## src/rtl/pj_pkg.sv

```systemverilog
// Shared definitions for the MindFocus sequence presenter: FSM state codes and item width.
package pj_pkg;

    localparam int unsigned W_ITEM = 4;

    // Encodings double as the db_estado debug codes.
    typedef enum logic [3:0] {
        E_INICIAL = 4'd0,
        E_BUSCA   = 4'd1,
        E_ESPERA  = 4'd2,
        E_ACENDE  = 4'd3,
        E_APAGA   = 4'd4,
        E_PROXIMO = 4'd5,
        E_FIM     = 4'd6
    } estado_t;

endpackage

```

## src/rtl/contador_m.sv

```systemverilog
// Up-counter with synchronous reset, synchronous clear and count enable; used as the on/off timer.
module contador_m #(
    parameter int unsigned N = 16
) (
    input  logic         clock,
    input  logic         reset,
    input  logic         zera_s,
    input  logic         conta,
    output logic [N-1:0] q
);

    always_ff @(posedge clock) begin
        if (reset || zera_s) begin
            q <= '0;
        end else if (conta) begin
            q <= q + N'(1);
        end
    end

endmodule

```

## src/rtl/pj_exibe_sequencia.sv

```systemverilog
// Presenter: walks the stored sequence 0..limite out of the external sync ROM and flashes
// each item on the LEDs, then pulses fim_exibicao once.
module pj_exibe_sequencia
    import pj_pkg::*;
#(
    parameter int unsigned T_ACESO   = 1000,
    parameter int unsigned T_APAGADO = 250,
    parameter int unsigned N_TIMER   = 16
) (
    input  logic              clock,
    input  logic              reset,
    input  logic              iniciar,
    input  logic              parar,
    input  logic [3:0]        limite,
    input  logic [W_ITEM-1:0] dado_memoria,
    output logic [3:0]        endereco,
    output logic [W_ITEM-1:0] leds,
    output logic              exibindo,
    output logic              fim_exibicao,
    output logic [3:0]        db_estado
);

    localparam logic [N_TIMER-1:0] TC_ACESO   = N_TIMER'(T_ACESO - 1);
    localparam logic [N_TIMER-1:0] TC_APAGADO = N_TIMER'(T_APAGADO - 1);

    estado_t             estado;
    logic [W_ITEM-1:0]   reg_item;
    logic [3:0]          limite_reg;
    logic [N_TIMER-1:0]  timer;
    logic                fim_aceso;
    logic                fim_apagado;
    logic                zera_s;
    logic                conta;

    assign fim_aceso   = (timer == TC_ACESO);
    assign fim_apagado = (timer == TC_APAGADO);
    assign conta       = (estado == E_ACENDE) || (estado == E_APAGA);
    // Timer restarts from 0 on entry to both ACENDE and APAGA.
    assign zera_s      = (estado == E_INICIAL) || (estado == E_ESPERA) ||
                         ((estado == E_ACENDE) && fim_aceso);

    contador_m #(
        .N (N_TIMER)
    ) u_timer (
        .clock  (clock),
        .reset  (reset),
        .zera_s (zera_s),
        .conta  (conta),
        .q      (timer)
    );

    always_ff @(posedge clock) begin
        if (reset) begin
            estado       <= E_INICIAL;
            endereco     <= '0;
            limite_reg   <= '0;
            reg_item     <= '0;
            exibindo     <= 1'b0;
            fim_exibicao <= 1'b0;
        end else begin
            fim_exibicao <= 1'b0;
            if (parar && (estado != E_INICIAL)) begin
                estado   <= E_INICIAL;
                exibindo <= 1'b0;
            end else begin
                unique case (estado)
                    E_INICIAL: begin
                        if (iniciar) begin
                            limite_reg <= limite;
                            endereco   <= '0;
                            exibindo   <= 1'b1;
                            estado     <= E_BUSCA;
                        end
                    end
                    E_BUSCA:  estado <= E_ESPERA;
                    E_ESPERA: begin
                        reg_item <= dado_memoria;
                        estado   <= E_ACENDE;
                    end
                    E_ACENDE: if (fim_aceso) estado <= E_APAGA;
                    E_APAGA:  if (fim_apagado) estado <= E_PROXIMO;
                    E_PROXIMO: begin
                        // Last-item check precedes the increment, so 15 never wraps.
                        if (endereco == limite_reg) begin
                            fim_exibicao <= 1'b1;
                            estado       <= E_FIM;
                        end else begin
                            endereco <= endereco + 4'd1;
                            estado   <= E_BUSCA;
                        end
                    end
                    E_FIM: begin
                        exibindo <= 1'b0;
                        estado   <= E_INICIAL;
                    end
                    default: estado <= E_INICIAL;
                endcase
            end
        end
    end

    assign leds      = (estado == E_ACENDE) ? reg_item : '0;
    assign db_estado = estado;

endmodule

```

## config.mk

```make
export PLATFORM = sky130hd
export DESIGN_NAME = pj_exibe_sequencia
export DESIGN_NICKNAME = d
export VERILOG_FILES = /design/src/rtl/pj_pkg.sv /design/src/rtl/contador_m.sv /design/src/rtl/pj_exibe_sequencia.sv
export SDC_FILE = /design/constraint.sdc
export NUM_CORES = 1
export LEC_CHECK = 0
export ABC_AREA = 1
export ABC_CLOCK_PERIOD_IN_PS = 2180
export BUFFER_PORTS_ARGS = -buffer_cell sky130_fd_sc_hd__buf_4
export CAP_MARGIN = 20
export CORE_MARGIN = 2
export CORE_UTILIZATION = 45
export CTS_CLUSTER_DIAMETER = 120
export DETAILED_ROUTE_END_ITERATION = 8
export PLACE_DENSITY = 0.65
export SLEW_MARGIN = 10
export SYNTH_ARGS = -nofsm -noshare
export SYNTH_HDL_FRONTEND = slang
export SYNTH_HIERARCHICAL = 1
export SYNTH_SLANG_ARGS = --single-unit
```

## constraint.sdc

```tcl
create_clock -name clock -period 2.18 [get_ports clock]
set_clock_uncertainty 0.2 [all_clocks]
set_input_delay 0.327 -clock clock [delete_from_list [all_inputs] [get_ports clock]]
set_output_delay 0.327 -clock clock [all_outputs]
set_load 0.01 [all_outputs]
```

==> impl_results.md <==
* Status: finished, final reports clean
* FMAX at 498 MHz
* Via count at 1684
* Layout Area Growth over Synthesis at 17.8%
* Gr usage total at 18.9%
* GPL Wtd Cong at 0.852
* Worst setup margin at 0.173 ns
* Number of global-route vias before repair at 1468
* Routed Antenna Nets at 0
* Vias per cell at 4.65
* TritonCTS Sinks at 33
* Initial core utilization at 46.1%
* Top Ports at 26
* Final nets at 326
* Initial DRC count at 110
* Chip Height at 67.5 um
* Register-to-Register Path Depth at 9
* Clock Latency Late Sink at 0.28 ns
* Ys Warns at 6
* Avg WL per Cell at 10.5 um
* Hold Path Class: in -> reg
* Flops & latches, synth at 33
* RSZ-0062 raised after global routing: false
* Hold-fix buffers, CTS at 0
* Initial antenna violation count at 0
* Site Rows at 23
* Hold Crit Depth at 2
* Seq pwr share at 38.6%
* Port Buf Inserts at 24
* Max-cap violations at 0
* Endpoints failing hold at 0
* Drt pass-1 iters at 4
* Reg with most FFs: u_timer/q
* Max reg flops at 16
* Internal at 1230 uW
* Core area at 3940 sq um
* Share of layout cells above drive strength 1 at 19.6%
* Synth Area per Inst at 6.44 sq um
* Horiz. Die Dim at 67.5 um
* Clock buffer depth at 2
* Leakage at 0.000905 uW
* Crit Path Category: reg -> out
* Logic gate share of total power at 38.4%
* Max-slew violations at 0
* Final WL at 3780 um
* Maximum vdd drop at 407 uV
* GRT overflow at 0
* CTS root buffer: clkbuf_8
* Inserted Diodes at 0
* Critical path fanouts, max at 6
* Crit start category: flop
* Netlist cell types at 32
* Syn Nets at 296
* DR DRC count at 0
* FILL cells at 385
* CP endpoint kind: output port
* TritonCTS buffer count at 5
* Cell area after placement at 2050 sq um
* PD cells at 927 nW/um^2
* Post-Layout Inst Area at 2140 sq um
* HPWL after detailed placement at 2910 um
* Sw frac at 38.0%
* Switch Pwr at 753 uW
* Slowest cell on crit path: dfxtp_1
* Die area at 4560 sq um
* Most frequent CP cell: buf_4
* Tcrit/Tclk final at 92.1%
* CP peak stage delay at 0.43 ns
* Final min period at 2.01 ns
* WP data required at 1.65 ns
* CTS tree: done
* Final setup viols at 0
* Largest net degree at the start of global routing at 12
* Mapped cell area at 1820 sq um
* CP Cell Sequence: inv_2 -> nor3_1 -> inv_1 -> buf_4 -> nor2_1 -> buf_4
* Cts repair resizes at 0
* Htree depth at 2
* Setup Fix Bufs, Post-CTS at 0
* Clk pwr share at 23.0%
* Pre-CTS WS at 0.217 ns
* Final TNS setup at 0 ns
* First-pass GRT wire length at 6520 um
* Critical Path AT at 1.48 ns
* Synthesized netlist cell count at 282
* Register area share after synthesis at 36.4%
* Clock Pin Slew Worst Setup and Hold Paths at 0.06 ns
path summary, 6_finish.rpt:
| kind | from | endpoint | slack, ns |
|---|---|---|---|
| max reg2reg | db_estado[0] | u_timer/q[12] | 0.19 |
| min | reset | endereco[3] | 0.04 |
| max | db_estado[0] | leds[3] | 0.17 |
| min reg2reg | reg_item[1] | reg_item[1] | 0.25 |
power by group through the flow:
| stage | Clock [uW] | Combinational (uW) | Sequential, uW |
|---|---|---|---|
| after global routing | 498 | 864 | 780 |
| after global placement | 0 | 758 | 780 |
| after floorplan | 0 | 541 | 791 |
| after CTS | 468 | 767 | 767 |
| final | 455 | 761 | 766 |
| after detailed placement | 0 | 761 | 781 |
worst max-delay path, delay by kind of cell, from the launching register on:
family,cells,cell delay (ns)
buf+inv,4,0.45
flops,1,0.43
simple gates,2,0.31
metal layers:
layer / GRT usage [%] / vias up / routed length [um]
li1: - / 937 / -
met3: 3.67 / 5 / 159
met1: 26.1 / 700 / 1910
met4: 8.67 / 0 / 61
met5: 0 / - / 0
met2: 28.3 / 42 / 1650
cell usage in the layout (no fill, tap or decap):
master	n
o21ai_1	5
nand3_1	12
nor2_4	3
buf_4	28
a21oi_2	1
nor3_1	4
clkbuf_1	1
inv_2	6
dfxtp_1	33
nand2_4	1
clkbuf_8	6
nand2_1	67
xor2_1	1
inv_1	37
clkinv_1	1
inv_4	1
nor2_1	45
or2_2	1
o31ai_1	1
nand3_2	1
o21a_1	1
conb_1	1
nor2_2	5
nand2_2	6
o22ai_1	1
nand3_4	1
o21ai_2	1
o21ai_0	13
ha_1	2
a21oi_1	23
nand4_1	3
synthesized netlist by cell type:
cell / instances / share of area (%)
inv_4: 1 / 0.34
xor2_1: 1 / 0.48
nor2_4: 3 / 1.9
o21ai_2: 1 / 0.48
o22ai_1: 1 / 0.34
inv_1: 37 / 7.6
nand2_4: 1 / 0.62
clkbuf_2: 1 / 0.28
a21oi_1: 23 / 6.3
o21a_1: 1 / 0.41
or2_2: 1 / 0.34
conb_1: 1 / 0.21
o31ai_1: 1 / 0.41
ha_1: 2 / 1.4
buf_6: 1 / 0.62
nand3_2: 1 / 0.55
buf_4: 2 / 0.83
buf_2: 1 / 0.28
nand3_4: 1 / 0.96
o21ai_1: 5 / 1.4
a21oi_2: 1 / 0.48
nor2_2: 5 / 1.7
inv_2: 6 / 1.2
nand3_1: 12 / 3.3
nand4_1: 3 / 1.0
clkinv_1: 1 / 0.21
nor3_1: 4 / 1.1
nand2_1: 67 / 14
dfxtp_1: 33 / 36
o21ai_0: 13 / 3.6
nand2_2: 6 / 2.1
nor2_1: 45 / 9.3
metrics by stage:
stage	std cells	power, uW	hold WS, ns	utilization (%)
6_report	362	1980	0.0382	54.3
5_1_grt	362	2140	0.0236	54.3
4_1_cts	362	2000	0.0314	54.3
3_5_place_dp	355	1540	0.246	52.1
3_3_place_gp	355	1540	0.243	52.1
2_1_floorplan	282	1330	0.196	-
area by class of cell:
type | count | area (sq um) | share of cell area, %
well taps | 50 | 62.6 | 2.92
inverters | 45 | 171 | 8.01
multi-input cells | 199 | 948 | 44.3
clock buffers | 7 | 86.3 | 4.04
flip-flops and latches | 33 | 661 | 30.9
repair buffers | 28 | 210 | 9.82
cell families after synthesis:
| family | share of synthesized area (%) |
|---|---|
| adder cells (fa/ha/maj) | 1.38 |
| flip-flops | 36.4 |
| AND/OR/NAND/NOR | 36.7 |
| AO/OA/AOI/OAI | 13.4 |
| buffers and inverters | 11.4 |
| XOR/XNOR | 0.482 |
| other | 0.206 |
No activity file was read; power rests on OpenSTA's default activity.
